===== src/rtl/alu_lockstep_monitor.sv =====
// Lockstep monitor for the dual 4-bit ALU pair: registers both lanes, counts
// divergences, escalates to a sticky fault and logs events in a FWFT FIFO. Optional macro: LOCKSTEP_MON_IRQ_EN.
module alu_lockstep_monitor #(
    parameter int CNT_W      = 16,
    parameter int THRESH     = 2,
    parameter int FIFO_DEPTH = 4,
    parameter int TS_W       = 8
) (
    input  logic                wb_clk_i,
    input  logic                wb_rst_n,
    input  logic                en_i,
    input  logic                clr_i,
    input  logic [3:0]          alu_out1_i,
    input  logic [3:0]          alu_out2_i,
    input  logic                carry1_i,
    input  logic                carry2_i,
    input  logic                pop_i,
    output logic                evt_valid_o,
    output logic [TS_W+9:0]     evt_data_o,
    output logic                fault_o,
    output logic [1:0]          state_o,
    output logic [CNT_W-1:0]    mis_cnt_o,
    output logic                ovf_o
`ifdef LOCKSTEP_MON_IRQ_EN
    ,
    output logic                irq_o
`endif
);
    localparam int AW = $clog2(FIFO_DEPTH);
    localparam int EW = TS_W + 10;
    localparam logic [3:0] THRESH_L = 4'(THRESH);

    typedef enum logic [1:0] {IDLE = 2'd0, ARMED = 2'd1, SUSPECT = 2'd2, FAULT = 2'd3} state_t;

    state_t           state_q, state_d;
    logic [3:0]       rc_q, rc_d, rc_inc;
    logic [3:0]       s1_out1_q, s1_out2_q;
    logic             s1_c1_q, s1_c2_q;
    logic [TS_W-1:0]  ts_q;
    logic [CNT_W-1:0] cnt_q;
    logic             ovf_q;
    logic [EW-1:0]    mem_q [FIFO_DEPTH];
    logic [AW:0]      wr_ptr_q, rd_ptr_q;
    logic             irq_q;

    logic mis, fifo_empty, fifo_full, push_req, do_push, do_pop, drop;

    // Pop handshake: an event is consumed on a clock edge where pop_i=1 and
    // evt_valid_o=1; pop_i with evt_valid_o=0 has no effect. Head data is
    // visible on evt_data_o whenever evt_valid_o=1 (first-word-fall-through).
    always_comb begin
        mis        = (s1_out1_q != s1_out2_q) || (s1_c1_q != s1_c2_q);
        fifo_empty = (wr_ptr_q == rd_ptr_q);
        fifo_full  = (wr_ptr_q[AW] != rd_ptr_q[AW]) &&
                     (wr_ptr_q[AW-1:0] == rd_ptr_q[AW-1:0]);
        do_pop     = pop_i && !fifo_empty && !clr_i;
        push_req   = (state_q != IDLE) && mis && !clr_i;
        do_push    = push_req && (!fifo_full || do_pop);
        drop       = push_req && fifo_full && !do_pop;
        rc_inc     = rc_q + 4'd1;
    end

    always_comb begin
        state_d = state_q;
        rc_d    = rc_q;
        if (clr_i) begin
            state_d = en_i ? ARMED : IDLE;
            rc_d    = 4'd0;
        end else begin
            case (state_q)
                IDLE: begin
                    rc_d = 4'd0;
                    if (en_i) state_d = ARMED;
                end
                ARMED, SUSPECT: begin
                    if (!en_i) begin
                        state_d = IDLE;
                        rc_d    = 4'd0;
                    end else if (mis) begin
                        rc_d    = rc_inc;
                        state_d = (rc_inc >= THRESH_L) ? FAULT : SUSPECT;
                    end else begin
                        state_d = ARMED;
                        rc_d    = 4'd0;
                    end
                end
                FAULT: state_d = FAULT;
            endcase
        end
    end

    always_ff @(posedge wb_clk_i or negedge wb_rst_n) begin
        if (!wb_rst_n) begin
            state_q   <= IDLE;
            rc_q      <= 4'd0;
            s1_out1_q <= 4'd0;
            s1_out2_q <= 4'd0;
            s1_c1_q   <= 1'b0;
            s1_c2_q   <= 1'b0;
            ts_q      <= '0;
            cnt_q     <= '0;
            ovf_q     <= 1'b0;
            wr_ptr_q  <= '0;
            rd_ptr_q  <= '0;
            irq_q     <= 1'b0;
            for (int i = 0; i < FIFO_DEPTH; i++) mem_q[i] <= '0;
        end else begin
            s1_out1_q <= alu_out1_i;
            s1_out2_q <= alu_out2_i;
            s1_c1_q   <= carry1_i;
            s1_c2_q   <= carry2_i;
            state_q   <= state_d;
            rc_q      <= rc_d;
            if (clr_i) begin
                ts_q     <= '0;
                cnt_q    <= '0;
                ovf_q    <= 1'b0;
                wr_ptr_q <= '0;
                rd_ptr_q <= '0;
                irq_q    <= 1'b0;
            end else begin
                if (en_i) ts_q <= ts_q + 1'b1;
                if (push_req && cnt_q != '1) cnt_q <= cnt_q + 1'b1;
                if (do_push) begin
                    mem_q[wr_ptr_q[AW-1:0]] <= {ts_q, s1_c2_q, s1_c1_q, s1_out2_q, s1_out1_q};
                    wr_ptr_q <= wr_ptr_q + 1'b1;
                end
                if (do_pop) rd_ptr_q <= rd_ptr_q + 1'b1;
                if (drop) ovf_q <= 1'b1;
                if ((state_d == FAULT && state_q != FAULT) || (drop && !ovf_q)) irq_q <= 1'b1;
            end
        end
    end

    assign evt_valid_o = !fifo_empty;
    assign evt_data_o  = mem_q[rd_ptr_q[AW-1:0]];
    assign fault_o     = (state_q == FAULT);
    assign state_o     = state_q;
    assign mis_cnt_o   = cnt_q;
    assign ovf_o       = ovf_q;

`ifdef LOCKSTEP_MON_IRQ_EN
    assign irq_o = irq_q;
`else
    logic unused_irq;
    assign unused_irq = irq_q;
`endif
endmodule

===== config.mk =====
export PLATFORM = sky130hd
export DESIGN_NAME = alu_lockstep_monitor
export DESIGN_NICKNAME = d
export VERILOG_FILES = /design/src/rtl/alu_lockstep_monitor.sv
export SDC_FILE = /design/constraint.sdc
export NUM_CORES = 1
export LEC_CHECK = 0
export ABC_AREA = 1
export BUFFER_PORTS_ARGS = -buffer_cell sky130_fd_sc_hd__buf_2
export CAP_MARGIN = 40
export CELL_PAD_IN_SITES_DETAIL_PLACEMENT = 0
export CELL_PAD_IN_SITES_GLOBAL_PLACEMENT = 1
export CORE_MARGIN = 1.5
export CORE_UTILIZATION = 48
export DETAILED_ROUTE_END_ITERATION = 7
export PLACE_DENSITY = 0.84
export SETUP_SLACK_MARGIN = 0.5
export SYNTH_ARGS = -nofsm -noshare
export SYNTH_HDL_FRONTEND = slang
export SYNTH_SLANG_ARGS = --single-unit

===== constraint.sdc =====
create_clock -name wb_clk_i -period 4.31 [get_ports wb_clk_i]
set_input_delay 0.862 -clock wb_clk_i [delete_from_list [all_inputs] [get_ports wb_clk_i]]
set_output_delay 0.862 -clock wb_clk_i [all_outputs]
set_load 0.02 [all_outputs]

==> flow_summary.rst <==
.. list-table::
   :header-rows: 1

   * - Metric
     - Value
   * - Total GRT Usage
     - 24.9%
   * - TNS Setup
     - 0 ns
   * - First-pass iteration count of the detailed router
     - 5
   * - Timing endpoint of the critical path
     - evt_data_o[7]
   * - Post-layout utilization of the core
     - 56.0%
   * - Flop-to-flop setup slack
     - 1.81 ns
   * - Setup Buffers After CTS
     - 0
   * - Pin count of the biggest net entering global routing
     - 64
   * - Post-Syn Instances
     - 779
   * - Logic depth of the worst register-to-register path
     - 8
   * - Number of logic stages on the critical path including buffering
     - 5
   * - NumNets Final
     - 836
   * - Maximum root-to-sink buffer count
     - 2
   * - Boundary pin count
     - 54
   * - Layout cell share with drive strength beyond 1
     - 13.0%
   * - Met2 layer wire length in the routed design
     - 7450 um
   * - Setup crit end kind
     - output pin
   * - Buf+Inv Stages, Crit Path
     - 3
   * - Max VDD drop
     - 324 uV
   * - Distinct cells, synth
     - 31
   * - Root buffer selected by CTS
     - sky130_fd_sc_hd__clkbuf_16
   * - Cell Area, Synth
     - 6150 um2
   * - Routed wl met3
     - 829 um
   * - Pins over their slew limit
     - 0
   * - Global-route wire length before repair
     - 25600 um
   * - RSZ-0062 raised after global routing
     - no
   * - Area of the placeable core
     - 12600 um2
   * - Worst-skew pair later-pin latency
     - 0.42 ns
   * - Vias in the first global route
     - 4987
   * - TritonCTS clock tree
     - built
   * - DR vias
     - 5439
   * - Classification of the worst-slack hold path
     - reg2reg
   * - CTS hold repair buffers
     - 0
   * - Placement row count
     - 41
   * - Leakage component of the power
     - 3.79 nW
   * - Critical Path Start Type
     - register
   * - Starting density of the core
     - 48.9%
   * - Commonest non-fill, non-tap cell in the layout
     - sky130_fd_sc_hd__nand2_1
   * - Share of the cycle needed by the critical path after routing
     - 72.1%
   * - Routability congestion estimate from global placement
     - 0.855
   * - Syn Area/Cell
     - 7.89 um2
   * - Number of I/O port buffers
     - 53
   * - Count of endpoints failing setup in the final report
     - 0
   * - Peak per-stage delay on the critical path
     - 0.85 ns
   * - Time the worst path needs with I/O delays and setup
     - 3.11 ns
   * - Die Area
     - 13500 um2
   * - Reg clk slew, reported paths
     - 0.05 ns
   * - Slew at the pin closest to its max-slew limit
     - 0.934 ns
   * - CTS-repair resized insts
     - 0
   * - Synth-to-Final Area Change
     - 14.4%
   * - Total inserted antenna cells
     - 0
   * - Number of antenna violations at the first check in global routing
     - 0
   * - Clock tree skew after final layout
     - 0.00831 ns
   * - DRT Wirelength
     - 15800 um
   * - DP HPWL
     - 10300 um
   * - Routed via count divided by cell count
     - 5.47
   * - Number of maximum-capacitance constraint violations
     - 0
   * - CP Launch Point
     - rd_ptr_q[0]
   * - Highest net fanout along the worst path
     - 38
   * - Data required time of the worst path
     - 3.45 ns
   * - Power density cells
     - 513 nW/um2
   * - Horizontal die dimension
     - 116 um
   * - Launch instance of the worst register-to-register path
     - state_o[0]
   * - DRC violation total after the first TritonRoute iteration
     - 470
   * - Slowest library cell on the worst path
     - sky130_fd_sc_hd__dfrtp_1
   * - Inserted Clock Buffers
     - 17
   * - Outcome
     - complete, no violations
   * - Type of the setup path with the least slack
     - reg2out
   * - Overall Power
     - 3.61 mW
   * - Residual DRC
     - 0
   * - Die height
     - 116 um
   * - Data arrival at the endpoint of the critical path
     - 2.25 ns
   * - Commonest cells after routing, fill and taps aside
     - sky130_fd_sc_hd__nand2_1, sky130_fd_sc_hd__dfrtp_1, sky130_fd_sc_hd__nor2_1
   * - Final global-route overflow total
     - 0
   * - Yosys reg bits
     - 119
   * - DRT met1 WL
     - 7410 um
   * - Cells traversed along the worst timing path
     - inv_1, buf_4, o21ai_0, o22ai_1, buf_2
   * - CTS Sinks
     - 119
   * - Cell type group with the largest total delay on the critical path
     - flip-flops
   * - Achievable Freq
     - 322 MHz
   * - Remaining antenna violation count
     - 0
   * - Remaining max-slew budget at the tightest pin
     - 37.8%
   * - Highest layer used for signal routing
     - met4
   * - Fill cell instance count of the final layout
     - 1184
   * - Number of levels in the clock H-tree
     - 4
   * - Yosys warning count
     - 0
   * - Critical R2R Capture
     - mem_q[33]
   * - Final Hold Fails
     - 0
   * - Number of nets in the synthesized netlist
     - 805
   * - Post-synthesis sequential area ratio
     - 48.4%
   * - Wirelength per Cell
     - 15.9 um
## state kept, by name (all words and copies together) (netlist names)
register	cells
wr_ptr_q	3
rc_q	4
s1_c1_q	1
s1_out2_q	4
rd_ptr_q	3
mis_cnt_o	16
s1_out1_q	4
ovf_o	1
mem_q	72
s1_c2_q	1
ts_q	8
state_o	2
## cells in the mapped netlist (all sizes together)
library cell / number / area share, %
nand2: 262 / 16
dfrtp: 119 / 48
nor2: 86 / 5.5
nand4: 81 / 8.6
o21ai: 44 / 3.6
nand3: 41 / 3.6
inv: 35 / 2.1
buf: 30 / 2.8
clkbuf: 23 / 1.4
o22ai: 18 / 1.8
xor2: 12 / 1.7
ha: 11 / 2.2
a21oi: 5 / 0.41
xnor2: 4 / 0.57
o21bai: 2 / 0.24
and2: 1 / 0.10
clkinv: 1 / 0.061
nor3: 1 / 0.081
nor3b: 1 / 0.12
o211ai: 1 / 0.35
o31ai: 1 / 0.12
## kinds of logic after synthesis
group | synth area share, %
buffers and inverters | 6.39
DFF | 48.4
AOI/OAI and AO/OA | 6.53
and+or+nand+nor | 34.1
adders and majority gates | 2.24
xor gates and xnor gates | 2.28
## how the worst min path moves through the flow
stage               from        end  slack, ns  cells past startpoint
4_1_cts        mem_q[51]  mem_q[51]       0.47                      2
3_5_place_dp   mem_q[51]  mem_q[51]       0.45                      2
5_1_grt        mem_q[49]  mem_q[49]       0.48                      2
3_3_place_gp   mem_q[38]  mem_q[38]       0.45                      2
6_report       mem_q[45]  mem_q[45]       0.47                      2
2_1_floorplan  mem_q[18]  mem_q[18]       0.44                      2
## stage by stage
stage | hold slack (ns) | area (um2) | cells | setup slack (ns)
after floorplan | 0.437 | 6150 | 779 | 2.04
after global placement | 0.449 | 6470 | 962 | 1.18
after detailed placement | 0.454 | 6500 | 963 | 1.36
after CTS | 0.468 | 7030 | 995 | 1.22
after global routing | 0.483 | 7030 | 995 | 1.02
final | 0.466 | 7030 | 995 | 1.20
## where the power goes
part / internal [mW] / leakage, nW / switching, mW / total [mW]
Clock: 0.784 / 0.275 / 0.494 / 1.28
Combinational: 0.283 / 1.92 / 0.611 / 0.894
Sequential: 1.30 / 1.59 / 0.142 / 1.44
Total: 2.36 / 3.79 / 1.25 / 3.61
## per-layer routing
layer  vias up  GRT usage [%]
met5         -              0
li1       2647              -
met3        13           5.66
met1      2619           34.9
met2       160           38.6
met4         0           7.97
## layout make-up
class	instances	area (um2)	area share, %
Tap cell	172	215	3.06
Sequential cell	119	2980	42.3
Clock buffer	22	484	6.88
Inverter	36	135	1.92
Clock inverter	10	52.6	0.747
Timing Repair Buffer	65	390	5.55
Multi-Input combinational cell	571	2780	39.5
## worst min-delay path, stage by stage, from the launching register on
cell                      delay (ns)
sky130_fd_sc_hd__dfrtp_1        0.34
sky130_fd_sc_hd__nand2_1        0.05
sky130_fd_sc_hd__nand2_1        0.04
Power figures use the tool's default switching activity.
